==> config.mk <==
export PLATFORM = sky130hd
export DESIGN_NAME = alu_sequencer
export DESIGN_NICKNAME = d
export VERILOG_FILES = /design/src/rtl/alu_sequencer.sv
export SDC_FILE = /design/constraint.sdc
export NUM_CORES = 1
export LEC_CHECK = 0
export ABC_AREA = 1
export CELL_PAD_IN_SITES_DETAIL_PLACEMENT = 1
export CELL_PAD_IN_SITES_GLOBAL_PLACEMENT = 2
export CORE_MARGIN = 1
export CORE_UTILIZATION = 25
export DETAILED_ROUTE_END_ITERATION = 10
export PLACE_DENSITY_LB_ADDON = 0.1
export SKIP_CTS_REPAIR_TIMING = 1
export SLEW_MARGIN = 20
export SYNTH_ARGS = -nofsm -noshare
export SYNTH_HDL_FRONTEND = slang
export SYNTH_SLANG_ARGS = --single-unit
==> constraint.sdc <==
create_clock -name clk -period 2.3 [get_ports clk]
set_input_delay 0.575 -clock clk [delete_from_list [all_inputs] [get_ports clk]]
set_output_delay 0.575 -clock clk [all_outputs]
set_load 0.02 [all_outputs]
==> src/rtl/alu_sequencer.sv <==
// Issues requests to a fixed 2-cycle-latency ALU and returns results in issue order
// through a credit-protected result FIFO that can never overflow.
module alu_sequencer #(
  parameter int DEPTH = 4,
  parameter int TAG_W = 4
) (
  input  logic             clk,
  input  logic             rst,
  input  logic             in_valid,
  output logic             in_ready,
  input  logic [63:0]      in_a,
  input  logic [63:0]      in_b,
  input  logic [3:0]       in_opcode,
  input  logic [TAG_W-1:0] in_tag,
  output logic [63:0]      alu_a,
  output logic [63:0]      alu_b,
  output logic [3:0]       alu_opcode,
  input  logic [63:0]      alu_z,
  input  logic             alu_carry,
  input  logic             alu_overflow,
  output logic             out_valid,
  input  logic             out_ready,
  output logic [63:0]      out_z,
  output logic             out_carry,
  output logic             out_overflow,
  output logic [TAG_W-1:0] out_tag,
  output logic             busy
);

  localparam int PW = $clog2(DEPTH);
  localparam int CW = PW + 1;
  localparam int EW = 64 + 2 + TAG_W;
  localparam logic [CW:0] LIMIT = (CW + 1)'(DEPTH);

  logic             r_s0Valid;
  logic             r_s1Valid;
  logic [TAG_W-1:0] r_s0Tag;
  logic [TAG_W-1:0] r_s1Tag;
  logic [CW-1:0]    r_count;
  logic [PW-1:0]    r_wrPtr;
  logic [PW-1:0]    r_rdPtr;
  logic [EW-1:0]    r_mem [DEPTH];

  logic [CW:0]      w_credit;
  logic             w_issue;
  logic             w_push;
  logic             w_pop;
  logic             w_outValid;
  logic [EW-1:0]    w_head;

  // Every issued op owns a slot from issue onward, so a completing result always fits.
  assign w_credit   = {1'b0, r_count} + (CW + 1)'(r_s0Valid) + (CW + 1)'(r_s1Valid);
  assign in_ready   = rst | (w_credit < LIMIT);
  assign w_issue    = in_valid & in_ready & ~rst;
  assign w_push     = r_s1Valid;
  assign w_outValid = (r_count != '0) & ~rst;
  assign w_pop      = w_outValid & out_ready;

  assign alu_a      = w_issue ? in_a      : '0;
  assign alu_b      = w_issue ? in_b      : '0;
  assign alu_opcode = w_issue ? in_opcode : '0;

  // Head fields come straight from storage but read as zero whenever nothing is presented.
  assign w_head       = r_mem[r_rdPtr];
  assign out_valid    = w_outValid;
  assign out_z        = w_outValid ? w_head[EW-1 -: 64]  : '0;
  assign out_carry    = w_outValid ? w_head[TAG_W + 1]   : 1'b0;
  assign out_overflow = w_outValid ? w_head[TAG_W]       : 1'b0;
  assign out_tag      = w_outValid ? w_head[TAG_W-1:0]   : '0;
  assign busy         = (r_s0Valid | r_s1Valid | (r_count != '0)) & ~rst;

  always_ff @(posedge clk) begin
    if (rst) begin
      r_s0Valid <= 1'b0;
      r_s1Valid <= 1'b0;
      r_s0Tag   <= '0;
      r_s1Tag   <= '0;
      r_count   <= '0;
      r_wrPtr   <= '0;
      r_rdPtr   <= '0;
    end else begin
      r_s0Valid <= w_issue;
      r_s0Tag   <= in_tag;
      r_s1Valid <= r_s0Valid;
      r_s1Tag   <= r_s0Tag;
      if (w_push) begin
        r_wrPtr <= r_wrPtr + PW'(1);
      end
      if (w_pop) begin
        r_rdPtr <= r_rdPtr + PW'(1);
      end
      if (w_push && !w_pop) begin
        r_count <= r_count + CW'(1);
      end else if (!w_push && w_pop) begin
        r_count <= r_count - CW'(1);
      end
    end
  end

  // Storage needs no reset: only entries between the pointers are ever presented.
  always_ff @(posedge clk) begin
    if (w_push) begin
      r_mem[r_wrPtr] <= {alu_z, alu_carry, alu_overflow, r_s1Tag};
    end
  end

endmodule

# Word level (Yosys, flattened, before mapping)
# Memory sizes are Yosys's and may differ from the RTL's. A register that Yosys moved wholly into a read port is not among the register bits.
# Index checks and enable logic that the tools add are counted.
[word_totals] reg_bits=17 output_inout_bits=205 elab_cells=43 in_bits=206 mem_count=1 mem_bits_rw=280
[op_classes] n_mux=13 bitwise_logic=9 reduce_logical=6 order_cmp=1 addsub=6
[mem_list] name="r_mem" words=4 width=70 rd=1 rd_clocked_by_memory_dff=1 write_ports=1 line="42" source="logic [EW-1:0] r_mem [DEPTH];"
[op_table] cell="$mux W64" n=3
[op_table] cell="$mux W4" n=2
[op_table] cell="$mux W3" n=2
[op_table] cell="$and A1 B1 Y1" n=5
[op_table] cell="$add A2 B1 Y2 const B" n=2
[op_table] cell="$add A3 B1 Y4" n=1
[op_table] cell="$add A4 B1 Y4" n=1
[op_table] cell="$lt A4 B3 Y1 const B" n=1
[op_table] cell="$mux W1" n=4
[op_table] cell="$mux W2" n=2
[op_table] cell="$add A3 B1 Y3 const B" n=1
[op_table] cell="$or A1 B1 Y1" n=3
[op_table] cell="$reduce_bool A3 Y1" n=1
[op_table] cell="$sub A3 B1 Y3 const B" n=1
[op_table] cell="$logic_and A1 B1 Y1" n=2
[op_table] cell="$logic_not A1 Y1" n=2
[op_table] cell="$reduce_bool A2 Y1" n=1
[op_table] cell="$not A1 Y1" n=1

# Longest topological paths before layout
# Gate-level depths: netlist of run 1.
[logic_depth] word_depth=7 mapped_depth=13 mapped_depth_nobuf=12

# Worst setup path after synthesis of run 1
# Ideal clock, no wire load.
[synth_path] kind="register to register" start="register r_wrPtr[0]" end="memory r_mem[2][0] (netlist name) (enable)" arrival_time_ns=1.966 path_stages_with_launch=5 t_required_ns=1.876 synth_period_minus_slack_ns=2.391 path_slack_ns=-0.091 setup_time_ns=0.424 path_buffers=0 cell_sequence="dfxtp_1 > inv_1 > ha_1 > nand2_1 > inv_1"
[synth_rtl] element="start, declared" line="40" source="logic [PW-1:0] r_wrPtr;"
[synth_rtl] element="start signal, assigned" line="87" source="r_wrPtr <= r_wrPtr + PW'(1);"
[synth_rtl] element="end, declared" line="42"
# Straight into the memory's write port.

# Worst setup path in the final report of run 1
[layout_path] start="register r_s1Valid" end="output alu_b[29]"
[layout_via] elab_chain_cells=6
[layout_rtl] element="start, declared" line="36" source="logic r_s1Valid;"
[layout_rtl] element="start signal, assigned" line="84" source="r_s1Valid <= r_s0Valid;"
[layout_rtl] element="$add A4 B1 Y4" line="52" source="assign w_credit = {1'b0, r_count} + (CW + 1)'(r_s0Valid) + (CW + 1)'(r_s1Valid);"
[layout_rtl] element="$lt A4 B3 Y1" line="53" source="assign in_ready = rst | (w_credit < LIMIT);"
[layout_rtl] element="$or A1 B1 Y1" line="53"
[layout_rtl] element="$and A1 B1 Y1 (2 in series)" line="54" source="assign w_issue = in_valid & in_ready & ~rst;"
[layout_rtl] element="$mux W64" line="60" source="assign alu_b = w_issue ? in_b : '0;"
[layout_rtl] element="end, declared" line="16" source="output logic [63:0] alu_b,"
# No other way between the ends.

==> results of run 1 <==
==> worst max-delay path, cell delays in order, from the launching register on <==
cell and delay (ps):
dfxtp_2 340, ha_4 240, nand2_2 50, nand2_2 60, nand2_4 70, nand3_4 120, buf_12 180, buf_6 120
buf_6 110, nor2_4 100, buf_6 130
==> path summary, 6_finish.rpt <==
check	slack [ps]	to	cells past startpoint
worst min register to register	400	r_s1Tag[0]$_SDFF_PP0_	2
worst min-delay path	400	r_s1Tag[0]$_SDFF_PP0_	2
worst max-delay path	-280	alu_b[29]	10
worst max register to register	480	r_mem[0][20]$_DFFE_PP_	5
==> stage by stage <==
step / std cells / total power (W) / hold WS, ps / setup TNS, ps
CTS: 2429 / 0.0138 / 405 / -136980
global route: 2501 / 0.0148 / 427 / -53190
detailed placement: 2371 / 0.00854 / 397 / -122860
floorplan: 1280 / 0.00717 / 388 / 0
global placement: 2371 / 0.00852 / 392 / -120160
finish: 2503 / 0.0143 / 401 / -33540
==> cells by family (layout without fill, tap and decap cells) <==
family	Yosys count	count (layout)	synth area share, %
AND/OR/NAND/NOR	592	592	17.4
AO/OA/AOI/OAI	150	150	5.81
adder cells (fa/ha/maj)	7	7	0.736
buffers and inverters	232	775	8.09
other	0	8	0
flip-flops	299	299	68.0
==> flip-flops by register name (all words and copies together) (netlist names), named ones only <==
signal and flops:
r_s1Valid 1, r_s1Tag 4, r_s0Valid 1, r_count 3, r_s0Tag 4, r_mem 280, r_wrPtr 2, r_rdPtr 2
==> layer usage <==
| layer | GRT usage [%] | vias to the layer above | part of all wire, % |
|---|---|---|---|
| met2 | 29.0 | 295 | 52 |
| met4 | 5.79 | 6 | 2.9 |
| li1 | - | 5155 | - |
| met3 | 4.82 | 73 | 6.8 |
| met1 | 17.8 | 5086 | 38 |
| met5 | 0 | - | 0.075 |
==> layout make-up <==
class | instances | area (sq um) | area share [%]
Antenna cell | 8 | 20.0 | 0.0932
Multi-Input combinational cell | 749 | 3990 | 18.6
Timing Repair inverter | 1 | 16.3 | 0.0757
Inverter | 163 | 661 | 3.07
Tap cell | 672 | 841 | 3.91
Clock buffer | 45 | 933 | 4.34
Timing Repair Buffer | 553 | 6100 | 28.4
Sequential cell | 299 | 8800 | 40.9
Clock inverter | 13 | 126 | 0.588
==> power by group <==
group	switching (W)	internal, W	total (W)
clock	0.00209	0.00308	0.00518
sequential	0.0000340	0.00604	0.00607
combinational	0.00154	0.00150	0.00303
total	0.00367	0.0106	0.0143
==> placed cells by master (no fill, tap or decap), types with 3 or more instances in the layout <==
cell type        count
nor2_2              46
dfxtp_2              4
clkbuf_1             8
inv_2                3
a21oi_1             20
clkdlybuf4s50_1    204
buf_12              53
o21ai_4              5
o21ai_0             10
dfxtp_1             14
buf_2               10
clkbuf_2            12
o21ai_1             44
inv_1              154
clkinvlp_4           6
buf_4              159
o21ai_2             16
nand2_4              6
diode_2              8
edfxtp_1           280
ha_1                 5
a21oi_4              9
nor2_4              40
inv_6                3
buf_8                9
clkinv_1             4
nor2_1             203
buf_6               78
buf_16               3
clkbuf_16           58
nand2_1            278
nand2_2             15
a21oi_2             46
==> results.cfg, run 1 <==
[outcome]
status = finished, violations left
failed_checks = setup timing

[route]
avgRoutedWirePerCell_um = 19.1
drt-initial-drc-count = 385
drt_first_pass_iters = 4
route.detailed.drc = 0
drtAntennaViolNets = 0
vias_per_cell = 4.24
wl_mm = 47.8
via_count = 10600

[sta]
setup-violations-final = 203
worst_slack_ps = -283
fmax_mhz = 387
period_share_pct = 112
worstMarginPinSlew_ps = 509
fin_crit_ps = 2580
slew_headroom_pct = 66.0
finClkSkew_ps = 26.7
rsz0062_at_grt = yes
slew_violations = 0
finalHoldViolations = 0

[synthesis]
yosysTopAreaCellShare_pct = 65.0
synthesis.area_sq_mm = 0.0129
synth_nets = 1493
synth_top_cells_by_area = edfxtp_1 65%, nand2_1 8.6%, nor2_1 8.4%
ys_seq_area_share_pct = 68.0
synthArstFlopShare_pct = 0
yosys.area.top_type = edfxtp_1
ys_seq_elements = 299
avgSynthCellArea_sq_um = 10.1
syn_inst = 1280
yosys-top-cells-count = 297 x nand2_1, 289 x nor2_1, 280 x edfxtp_1, 159 x inv_1, 75 x a21oi_1
ys_types = 19
synth-main-ff-cell = edfxtp_1
yosysMostFrequentCell = nand2_1
yosysWarnings = 0
synth_edf_count = 280

[setup_path]
startpoint_type = flop
endpoint_kind = output port
worstSetupStartpoint = r_s1Valid$_SDFF_PP0_
cp.arrival_ps = 2010
crit_type = reg2out
r2r-start = r_wrPtr[0]$_SDFFE_PP0P_
critPathRequiredTime_ps = 1730
cp_max_fo = 7

[finish]
final_layout_size_suffix_gt1_share_pct = 32.5
fin_area_sq_mm = 0.0215
fin_util_pct = 42.5
n_fill_cell = 5489
num-nets-final = 2014
area_growth_pct = 66.2

[clock_tree]
cts_buffer_depth = 3
cts_max_level = 2
clkSlewWorstSetupHoldPaths_ps = 60
cts_made_buffers = 34
clk_latency_ps = 520
cts_tree = yes
clockRootBuffer = clkbuf_16
clkSinkCount = 299

[placed_design]
post-place-ws_ps = -799
portBuffers = 410
gp_congestion = 0.834
place_area_sq_mm = 0.0186
detailed_place_hpwl_mm = 31.0

[global_route]
grt_max_degree = 48
track_usage_pct = 16.1
first_global_vias = 10900
antenna_found_initial = 12
grt_pass1_wl_mm = 64.2
grt_overflow = 0

[power]
peakVddDrop_uv = 371
leakagePower_nw = 8.91
power_density_mw_per_mm2 = 665

[floorplan]
die_x_um = 229
io-pin-count = 411
initial_core_util_pct = 25.6
dieArea_sq_mm = 0.0526
die_h_um = 229
num_rows = 82
core-area_sq_mm = 0.0506

[worst_hold_path]
hp-start = r_s0Tag[0]$_SDFF_PP0_
hold_path.class = reg2reg

[flow_run]
cap_viol_max_count = 0
Note: power is estimated with default switching activity, not from simulation.
==> run 2, diff against run 1 <==
--- a/config.mk
+++ b/config.mk
@@ -6,12 +6,10 @@
 export NUM_CORES = 1
 export LEC_CHECK = 0
 export ABC_AREA = 1
-export CELL_PAD_IN_SITES_DETAIL_PLACEMENT = 1
-export CELL_PAD_IN_SITES_GLOBAL_PLACEMENT = 2
 export CORE_MARGIN = 1
-export CORE_UTILIZATION = 25
+export CORE_UTILIZATION = 40
 export DETAILED_ROUTE_END_ITERATION = 10
-export PLACE_DENSITY_LB_ADDON = 0.1
+export PLACE_DENSITY = 0.71
 export SKIP_CTS_REPAIR_TIMING = 1
 export SLEW_MARGIN = 20
 export SYNTH_ARGS = -nofsm -noshare
==> constraint.sdc (replaced) <==
create_clock -name clk -period 3 [get_ports clk]
set_input_delay 0.75 -clock clk [delete_from_list [all_inputs] [get_ports clk]]
set_output_delay 0.75 -clock clk [all_outputs]
set_load 0.02 [all_outputs]
==> results.cfg, run 2 (synthesis gave the netlist of run 1 again) <==
[sta]
slew_headroom_pct = 58.6
fin_crit_ps = 2970
finClkSkew_ps = 5.20
rsz0062_at_grt = yes
fmax_mhz = 336
slew_violations = 0
worstMarginPinSlew_ps = 621
finalHoldViolations = 0
period_share_pct = 99.2
setup-violations-final = 0

[clock_tree]
cts_made_buffers = 29
cts_buffer_depth = 3
clkSinkCount = 299
cts_tree = yes
clockRootBuffer = clkbuf_16
clkSlewWorstSetupHoldPaths_ps = 60
clk_latency_ps = 520
cts_max_level = 1

[power]
leakagePower_nw = 10.3
power_w = 0.00956
p_int_w = 0.00722
p_sw_w = 0.00234
p_comb_share_pct = 17.2
peakVddDrop_uv = 322
power_density_mw_per_mm2 = 500
p_clk_share_pct = 34.1
p_sw_share_pct = 24.5
p_seq_share_pct = 48.7

[placed_design]
portBuffers = 410
detailed_place_hpwl_mm = 31.3
place_area_sq_mm = 0.0176
gp_congestion = 0.929
placed_cells = 2069

[route]
drt-initial-drc-count = 666
vias_per_cell = 4.83
avgRoutedWirePerCell_um = 20.4
drtAntennaViolNets = 0
route.detailed.drc = 0
drt_first_pass_iters = 5
via_count = 10400
wl_mm = 43.7

[floorplan]
core-area_sq_mm = 0.0316
initial_core_util_pct = 40.9
io-pin-count = 411
dieArea_sq_mm = 0.0330
die_x_um = 182
die_h_um = 182
num_rows = 65

[setup_path]
cp_max_fo = 22
critPathRequiredTime_ps = 2250
crit_chain = clkdlybuf4s50_1, nand3_4, buf_6, buf_12, nor2_2, buf_6, buf_12
cp.arrival_ps = 2220
endpoint_kind = output port
crit_type = in2out
startpoint_type = input pin
cp_slowest_cell = clkdlybuf4s50_1
critPathTopFamily = buffers and inverters
cpPeakStageDelay_ps = 520
critPathBufInv = 5

[finish]
largest_reg_flops = 280
num-nets-final = 1917
final_layout_size_suffix_gt1_share_pct = 9.33
fin_area_sq_mm = 0.0191
final_common_cell = nand2_1
area_growth_pct = 47.9
final_cell_mix = 297 x nand2_1, 280 x edfxtp_1, 274 x nor2_1, 206 x clkdlybuf4s50_1, 163 x dlymetal6s2s_1
stdcell_count = 2143
top_register = r_mem
top_regs = r_mem: 280 flops, r_s0Tag: 4 flops, r_s1Tag: 4 flops
fin_util_pct = 60.4

[global_route]
first_global_vias = 10100
grt_overflow = 0
track_usage_pct = 25.9
grt_max_degree = 71
antenna_found_initial = 18
grt_pass1_wl_mm = 63.2

[flow_run]
cap_viol_max_count = 0

[outcome]
status = completed

[worst_hold_path]
hold_path.class = reg2reg
==> run 2: changes by cell type in the layout (fill, tap and decap cells not counted), sizes merged, moves of 2 or more <==
cell           before  now
clkinvlp            6    0
dlymetal6s2s        2  163
clkdlybuf4s50     204  206
clkbuf             80   42
inv               161  163
clkinv              8   17
diode               8   15
buf               312   86
==> run 2: per-stage QoR <==
stage,hold WS [ps],setup slack (ps),TNS (ps)
finish,414,25.5,0
global route,429,-50.2,-172
CTS,417,-471,-67860
detailed placement,409,-444,-63350
global placement,411,-427,-58820
floorplan,388,513,0
==> run 2: cell type report <==
| cell class | count | area, sq um |
|---|---|---|
| clock buffers | 35 | 748 |
| fillers | 2549 | 12500 |
| clock inverters | 18 | 104 |
| diodes | 15 | 37.5 |
| well taps | 402 | 503 |
| flip-flops and latches | 299 | 8800 |
| inverters | 163 | 624 |
| multi-input cells | 749 | 3180 |
| repair buffers | 462 | 5130 |
==> run 2: power by group through the flow <==
| stage | Clock, W | Combinational, W | Sequential, W |
|---|---|---|---|
| 2_1_floorplan | 0 | 0.000764 | 0.00473 |
| 3_3_place_gp | 0 | 0.00162 | 0.00474 |
| 3_5_place_dp | 0 | 0.00163 | 0.00474 |
| 4_1_cts | 0.00332 | 0.00165 | 0.00465 |
| 5_1_grt | 0.00348 | 0.00178 | 0.00466 |
| 6_report | 0.00326 | 0.00165 | 0.00466 |
==> run 2: routing by layer <==
metal | GRT usage, % | vias up | share of wire (%)
li1 | - | 4958 | -
met1 | 29.9 | 4884 | 37
met2 | 45.8 | 428 | 52
met3 | 4.95 | 80 | 6.2
met4 | 13.3 | 2 | 4.3
met5 | 0 | - | 0.030
==> run 2: final timing paths <==
kind / cells past startpoint / from / slack [ps] / end
worst max-delay path: 7 / in_valid / 30 / alu_a[8]
worst min-delay path: 2 / r_s0Tag[3]$_SDFF_PP0_ / 410 / r_s1Tag[3]$_SDFF_PP0_
worst max register to register: 12 / r_count[2]$_SDFFE_PP0P_ / 1150 / r_count[2]$_SDFFE_PP0P_
worst min register to register: 2 / r_s0Tag[3]$_SDFF_PP0_ / 410 / r_s1Tag[3]$_SDFF_PP0_
==> run 2: worst min-delay path: cells and delay by family, from the launching register on <==
family / cells / cell delay (ps)
simple gates: 1 / 30
buf+inv: 1 / 40
flops: 1 / 290
